[config.mk]
export PLATFORM = sky130hd
export DESIGN_NAME = prog_loader
export DESIGN_NICKNAME = d
export VERILOG_FILES = /design/src/rtl/prog_loader.sv
export SDC_FILE = /design/constraint.sdc
export NUM_CORES = 1
export LEC_CHECK = 0
export CORE_ASPECT_RATIO = 1.4
export CORE_UTILIZATION = 55
export DETAILED_ROUTE_END_ITERATION = 12
export HOLD_SLACK_MARGIN = 0.1
export PLACE_DENSITY = 0.9
export SYNTH_ARGS = -nofsm -noshare
export SYNTH_HDL_FRONTEND = slang
export SYNTH_SLANG_ARGS = --single-unit
[constraint.sdc]
create_clock -name clk -period 2.1 [get_ports clk]
set_input_delay 0.42 -clock clk [delete_from_list [all_inputs] [get_ports clk]]
set_output_delay 0.42 -clock clk [all_outputs]
set_load 0.005 [all_outputs]
[src/rtl/prog_loader.sv]
// Program-memory loader: parses a framed byte stream (header, count, hi/lo word
// bytes, XOR checksum), writes words into program memory and gates the core reset.
module prog_loader #(
  parameter logic [7:0] HEADER    = 8'hA5,
  parameter int         MAX_WORDS = 32
) (
  input  logic        clk,
  input  logic        rstn,
  input  logic        in_valid,
  input  logic [7:0]  in_data,
  output logic        in_ready,
  output logic        wr_en,
  output logic [4:0]  wr_addr,
  output logic [15:0] wr_data,
  output logic        cpu_rstn,
  output logic        done,
  output logic        err
);

  typedef enum logic [2:0] {IDLE, COUNT, HI, LO, CHECK, DONE, ERR} state_t;

  state_t      state, state_nxt;
  logic [5:0]  remaining, remaining_nxt;
  logic [4:0]  idx, idx_nxt;
  logic [7:0]  acc, acc_nxt;
  logic [7:0]  hi, hi_nxt;
  logic        wr_en_nxt;
  logic [4:0]  wr_addr_nxt;
  logic [15:0] wr_data_nxt;
  logic        cpu_rstn_nxt, done_nxt, err_nxt;
  logic        accept;

  assign accept = in_valid && in_ready;

  // Byte-accept stage: all outputs are flops, so cpu_rstn never glitches
  always_ff @(posedge clk or negedge rstn) begin
    if (!rstn) begin
      state     <= IDLE;
      in_ready  <= 1'b0;
      remaining <= '0;
      idx       <= '0;
      acc       <= '0;
      hi        <= '0;
      wr_en     <= 1'b0;
      wr_addr   <= '0;
      wr_data   <= '0;
      cpu_rstn  <= 1'b0;
      done      <= 1'b0;
      err       <= 1'b0;
    end else begin
      state     <= state_nxt;
      in_ready  <= 1'b1;
      remaining <= remaining_nxt;
      idx       <= idx_nxt;
      acc       <= acc_nxt;
      hi        <= hi_nxt;
      wr_en     <= wr_en_nxt;
      wr_addr   <= wr_addr_nxt;
      wr_data   <= wr_data_nxt;
      cpu_rstn  <= cpu_rstn_nxt;
      done      <= done_nxt;
      err       <= err_nxt;
    end
  end

  always_comb begin
    state_nxt     = state;
    remaining_nxt = remaining;
    idx_nxt       = idx;
    acc_nxt       = acc;
    hi_nxt        = hi;
    wr_en_nxt     = 1'b0;
    wr_addr_nxt   = wr_addr;
    wr_data_nxt   = wr_data;
    cpu_rstn_nxt  = cpu_rstn;
    done_nxt      = done;
    err_nxt       = err;
    if (accept) begin
      case (state)
        IDLE: begin
          if (in_data == HEADER) state_nxt = COUNT;
        end
        COUNT: begin
          if (in_data == 8'd0 || int'(in_data) > MAX_WORDS) begin
            state_nxt = ERR;
            err_nxt   = 1'b1;
          end else begin
            remaining_nxt = in_data[5:0];
            idx_nxt       = '0;
            acc_nxt       = '0;
            state_nxt     = HI;
          end
        end
        HI: begin
          hi_nxt    = in_data;
          acc_nxt   = acc ^ in_data;
          state_nxt = LO;
        end
        LO: begin
          acc_nxt       = acc ^ in_data;
          wr_en_nxt     = 1'b1;
          wr_addr_nxt   = idx;
          wr_data_nxt   = {hi, in_data};
          idx_nxt       = idx + 5'd1;
          remaining_nxt = remaining - 6'd1;
          state_nxt     = (remaining == 6'd1) ? CHECK : HI;
        end
        CHECK: begin
          if (in_data == acc) begin
            state_nxt    = DONE;
            done_nxt     = 1'b1;
            cpu_rstn_nxt = 1'b1;
          end else begin
            state_nxt = ERR;
            err_nxt   = 1'b1;
          end
        end
        DONE, ERR: begin
          // A new header re-arms the loader and puts the core back into reset
          if (in_data == HEADER) begin
            state_nxt    = COUNT;
            done_nxt     = 1'b0;
            err_nxt      = 1'b0;
            cpu_rstn_nxt = 1'b0;
          end
        end
        default: state_nxt = IDLE;
      endcase
    end
  end

endmodule
# Word level (Yosys, flattened, before mapping)
# Index checks and enable logic that the tools add are counted.
# Widths: inputs -> output; s select.
dict set report word_totals {
  ff_bits 55
  latchBits 0
  ramBits 0
  mem_bits_ro 0
  wordCells 67
  n_memories 0
}
dict set report op_classes {
  add_sub_neg 2
  n_mul 0
  n_div 0
  order_cmp 1
  eq_ne 15
  n_shift 0
  muxes 19
  n_bitwise 1
  reduce_logical 18
}
# op count
set ops {}
lappend ops {{$pmux 8 s2} 1}
lappend ops {{$pmux 3 s5} 1}
lappend ops {{$pmux 6 s2} 1}
lappend ops {{$ne 2x2->1 const B} 5}
lappend ops {{$pmux 5 s2} 1}
lappend ops {{$eq 3x3->1 const B} 3}
lappend ops {{$mux 3} 3}
lappend ops {{$eq 8x8->1} 1}
lappend ops {{$eq 8x8->1 const B} 1}
lappend ops {{$gt 8x6->1 const B} 1}
lappend ops {{$logic_not 8->1} 1}
lappend ops {{$mux 8} 1}
lappend ops {{$xor 8x8->8} 1}
lappend ops {{$eq 3x2->1 const B} 2}
lappend ops {{$eq 6x1->1 const B} 1}
lappend ops {{$mux 1} 6}
lappend ops {{$mux 6} 1}
lappend ops {{$reduce_and 2->1} 3}
lappend ops {{$reduce_and 3->1} 2}
lappend ops {{$reduce_bool 2->1} 3}
lappend ops {{$sub 6x1->6 const B} 1}
lappend ops {{$add 5x1->5 const B} 1}
lappend ops {{$mux 5} 1}
lappend ops {{$reduce_and 5->1} 1}
lappend ops {{other kinds (12)} 13}

# Depth between registers and ports, before layout
dict set report logic_depth {
  word_depth 4
  mapped_depth 8
  mapped_depth_nobuf 6
}

# Worst setup path before layout
# OpenSTA, ideal clock, no wires.
dict set report synth_timing {
  kind {input -> register}
  start {input port in_data[0]}
  end {register state[1]}
  setup_time_ns 0.144
  arrival_time_ns 1.768
  slack_ns 0.188
  cell_stages 6
  path_buffers 1
  path_cell_list {buf_2 -> nor2b_1 -> or4_4 -> o311a_1 -> a211oi_1 -> a221oi_1}
}
dict set report synth_via {
  elab_chain_len 3
  word_cells_on_any_way 6
  classes_between {eq/ne: 3; mux: 2; reduce/logical: 1}
}
# element line
set synth_lines {}
lappend synth_lines {{start, declared} 10} ;# input logic [7:0] in_data,
lappend synth_lines {{$eq 8x8->1, on equally long branches} {109, 81, 120}}
lappend synth_lines {{$mux 2 or $ne 2x1->1 (tied branches)} n/a}
lappend synth_lines {{$pmux 3 s5 or $reduce_and 2->1 (tied branches)} n/a}
lappend synth_lines {{end signal, assigned} 51} ;# state <= state_nxt;
lappend synth_lines {{end, declared} 22} ;# state_t state, state_nxt;
# Parallel ways exist; a longest one is shown, timed or not.
# A chain may end at the register's enable or synchronous reset.

# Final worst setup path
dict set report layout_timing {
  start {input port in_data[3]}
  end {register acc[1]}
}
dict set report layout_via {
  elab_chain_len 4
  word_cells_on_any_way 5
  classes_between {order compare: 1; eq/ne: 1; reduce/logical: 3}
}
# element line
set layout_lines {}
lappend layout_lines {{$gt 8x6->1 or $logic_not 8->1 (tied branches)} 84} ;# if (in_data == 8'd0 || int'(in_data) > MAX_WORDS) begin
lappend layout_lines {{$logic_or 1x1->1 (*)} 84}
lappend layout_lines {{$ne 2x2->1 (no source line) (*)} n/a}
lappend layout_lines {{$reduce_and 3->1 (no source line) (*)} n/a}
lappend layout_lines {{end signal, assigned} 55} ;# acc <= acc_nxt;
lappend layout_lines {{end, declared} 25} ;# logic [7:0] acc, acc_nxt;
# Every way passes the cells marked *; elsewhere a longest branch is shown, timed or not.

==> flow_metrics.py <==
metrics = {
    "drt": {
        "drcViolationCount": 0,
        "viasPerCell": 5.984,
        "drtAntennaViolNets": 0,
        "dr.first_iter.drc_count": 126,
        "vias": 2232,
        "wirelength_um": 6733,
        "wl_per_cell_um": 18.05,
        "drt-pass1-iter-count": 4,
    },
    "synth": {
        "synth_ff_type": "dfrtp_1",
        "synth_top_area_cell": "dfrtp_1",
        "synth_seq_cells": 55,
        "synth_area_leaders": "dfrtp_1, mux2_2, nor2b_1",
        "syn_area_mm2": 0.002758,
        "yosys_warnings": 0,
        "synth_fp_nets": 260,
        "synth_top_cell_area_share_pct": 49.91,
        "synth_edf_count": 0,
        "avgSynthCellArea_um2": 11.21,
        "synthCells": 246,
        "synth.distinct_cells": 54,
        "async_flop_share_pct": 100.0,
        "seq_area_frac_synth_pct": 49.91,
    },
    "die": {
        "rows": 30,
        "ioPinCount": 37,
        "die_h_um": 85.78,
        "core_area_mm2": 0.004842,
        "die_w_um": 61.85,
        "die_area_mm2": 0.005305,
        "initial_core_util_pct": 56.95,
    },
    "worst_setup_path": {
        "r2r_cells": 5,
        "setup.worst_path.start": "in_data[3]",
        "slowest_delay_ns": 0.51,
        "cp.required_ns": 2.31,
        "startpoint_type": "input pin",
        "end_kind": "register",
        "cp_num_cells": 7,
        "crit_family": "buffers and inverters",
        "cp_max_fo": 8,
        "slowest_stage": "clkdlybuf4s50_1",
        "endpoint": "acc[1]",
        "worstPathBufferInverterCount": 2,
        "criticalPathCategory": "in -> reg",
        "crit_arrival_ns": 2.32,
        "worst-r2r-setup-slack_ns": 0.18,
        "path_cells": "clkdlybuf4s50_1, nor3_4, nand3_2, a2111oi_4, buf_4, o22ai_1, a22o_1",
        "reg2reg_from": "state[1]",
        "reg2reg_to": "state[2]",
    },
    "sta": {
        "relSlewSlack_pct": 60.38,
        "fin_crit_sh_pct": 100.6,
        "setup_slack_ns": -0.01272,
        "fmax_ghz": 0.4733,
        "rsz0062_at_grt": "true",
        "tightestPinTransition_ns": 0.5942,
        "final-setup-viol-count": 3,
        "finalHoldViolations": 0,
        "fin_skew_ns": 0.006653,
        "whs_ns": 0.09122,
        "drv_slew": 0,
        "min_period_ns": 2.113,
    },
    "layout": {
        "diodes": 0,
        "nFillCells": 293,
        "area_growth_pct": 28.40,
        "layout_common_cells": "dfrtp_1, buf_4, clkdlybuf4s50_1, mux2_2, nor2_1",
        "utilization_pct": 73.13,
        "final_net_count": 322,
        "regArea_mm2": 0.001376,
        "layout_commonest_cell": "dfrtp_1",
        "drive_gt1_share_pct": 27.83,
        "multi_input_area_mm2": 0.001313,
    },
    "run": {
        "drv_cap": 0,
    },
    "grt": {
        "grt_max_degree": 32,
        "grt_pass1_vias": 2249,
        "overflow": 0,
        "grt_antenna_before_repair": 0,
        "grtUsageTotal_pct": 27.08,
        "grt_pass1_wl_um": 10590,
    },
    "min_path": {
        "worst_hold_path_type": "in -> async",
    },
    "cts": {
        "cts_hold_buf": 0,
        "numClockSinks": 55,
        "insertion_delay_ns": 0.32,
        "clkTransAtPathRegs_ns": 0.10,
        "clock-root-buffer": "clkbuf_8",
        "cts.htree.levels": 2,
        "cts_buffers": 5,
        "cts_tree": "done",
        "clockBufferDepth": 2,
    },
    "power": {
        "leakagePower_uw": 0.001589,
        "comb_power_share_pct": 39.0,
        "pwr_density_cell_mw_per_mm2": 1135,
        "clockPowerShare_pct": 15.3,
        "ir_drop_mv": 0.8245,
        "internal_power_uw": 2689,
        "p_seq_share_pct": 45.7,
        "p_sw_uw": 1330,
        "p_sw_share_pct": 33.10,
    },
    "outcome": {
        "violations": "negative setup slack",
        "status": "finished, violations left",
    },
    "placement": {
        "gp_congestion": 0.9112,
        "portBuffers": 36,
        "dp_hpwl_um": 4647,
    },
}
cells in the mapped netlist (all sizes together), types with 4 or more instances:
| library cell | instances |
|---|---|
| nor2b | 11 |
| buf | 14 |
| nand2 | 10 |
| inv | 6 |
| a21oi | 8 |
| nand4 | 4 |
| a22o | 7 |
| nor2 | 14 |
| o22ai | 9 |
| o21ai | 10 |
| dfrtp | 55 |
| xnor2 | 4 |
| mux2 | 30 |
| a21o | 7 |
| nor3b | 4 |
| nand3 | 7 |
| nor3 | 5 |
registers in the layout, indices dropped and copies added (netlist names), 3 cells and up:
signal / flops
hi: 8
wr_data: 16
acc: 8
idx: 5
remaining: 6
state: 3
wr_addr: 5
power by group through the flow:
stage                     Clock, uW  Sequential (uW)  Combinational [uW]
after CTS                       618             1830                1550
final                           615             1840                1570
after floorplan                   0             1780                 850
after global routing            650             1880                1700
after detailed placement          0             1850                1500
after global placement            0             1820                1440
layout make-up:
class                   instances  share of cell area, %
repair buffers                 72                  18.55
inverters                       6                 0.6360
clock inverters                 3                 0.6714
well taps                      64                  2.261
clock buffers                   5                  1.943
multi-input cells             168                  37.07
flip-flops and latches         55                  38.87
worst min-delay path by stage:
stage	to	slack, ns	cells after the start
CTS	wr_addr[0]	0.12	1
floorplan	acc[0]	0.12	0
detailed placement	wr_addr[0]	0.46	1
finish	wr_addr[1]	0.09	1
global placement	wr_addr[0]	0.45	1
global route	wr_addr[0]	0.13	1
repair_timing:
item	4_1_cts	5_1_grt
setup endpoints to repair	12	21
gates cloned	1	0
resized for setup	8	7
pin swaps	4	1
setup buffers	3	0
routing by layer:
metal	share of wire, %	global-route usage, %	up-vias
li1	-	-	1024
met1	38	33.57	1104
met2	54	44.09	83
met3	4.7	4.676	21
met4	3.0	13.94	0
met5	0	0	-
per-stage QoR:
stage / instance area (um^2) / setup slack, ns / cells / total power [uW] / TNS, ns
6_report: 3541 / -0.01272 / 373 / 4019 / -0.02305
5_1_grt: 3541 / -0.05176 / 373 / 4230 / -0.2320
4_1_cts: 3508 / 0.01426 / 373 / 4000 / 0
3_5_place_dp: 3363 / -0.4296 / 361 / 3356 / -7.414
3_3_place_gp: 3363 / -0.3223 / 361 / 3261 / -5.635
2_1_floorplan: 2758 / 0.1878 / 246 / 2629 / 0
cells by family (layout without fill, tap and decap cells):
| group | after synthesis | after routing | synth area share, % |
|---|---|---|---|
| multiplexers | 30 | 30 | 12.25 |
| adder cells (fa/ha/maj) | 4 | 4 | 1.724 |
| other | 1 | 1 | 0.1360 |
| XOR/XNOR | 5 | 5 | 1.588 |
| AND/OR/NAND/NOR | 70 | 70 | 14.57 |
| AO/OA/AOI/OAI | 58 | 58 | 15.56 |
| flip-flops | 55 | 55 | 49.91 |
| buffers and inverters | 23 | 86 | 4.265 |
No activity file was read; power rests on OpenSTA's default activity.
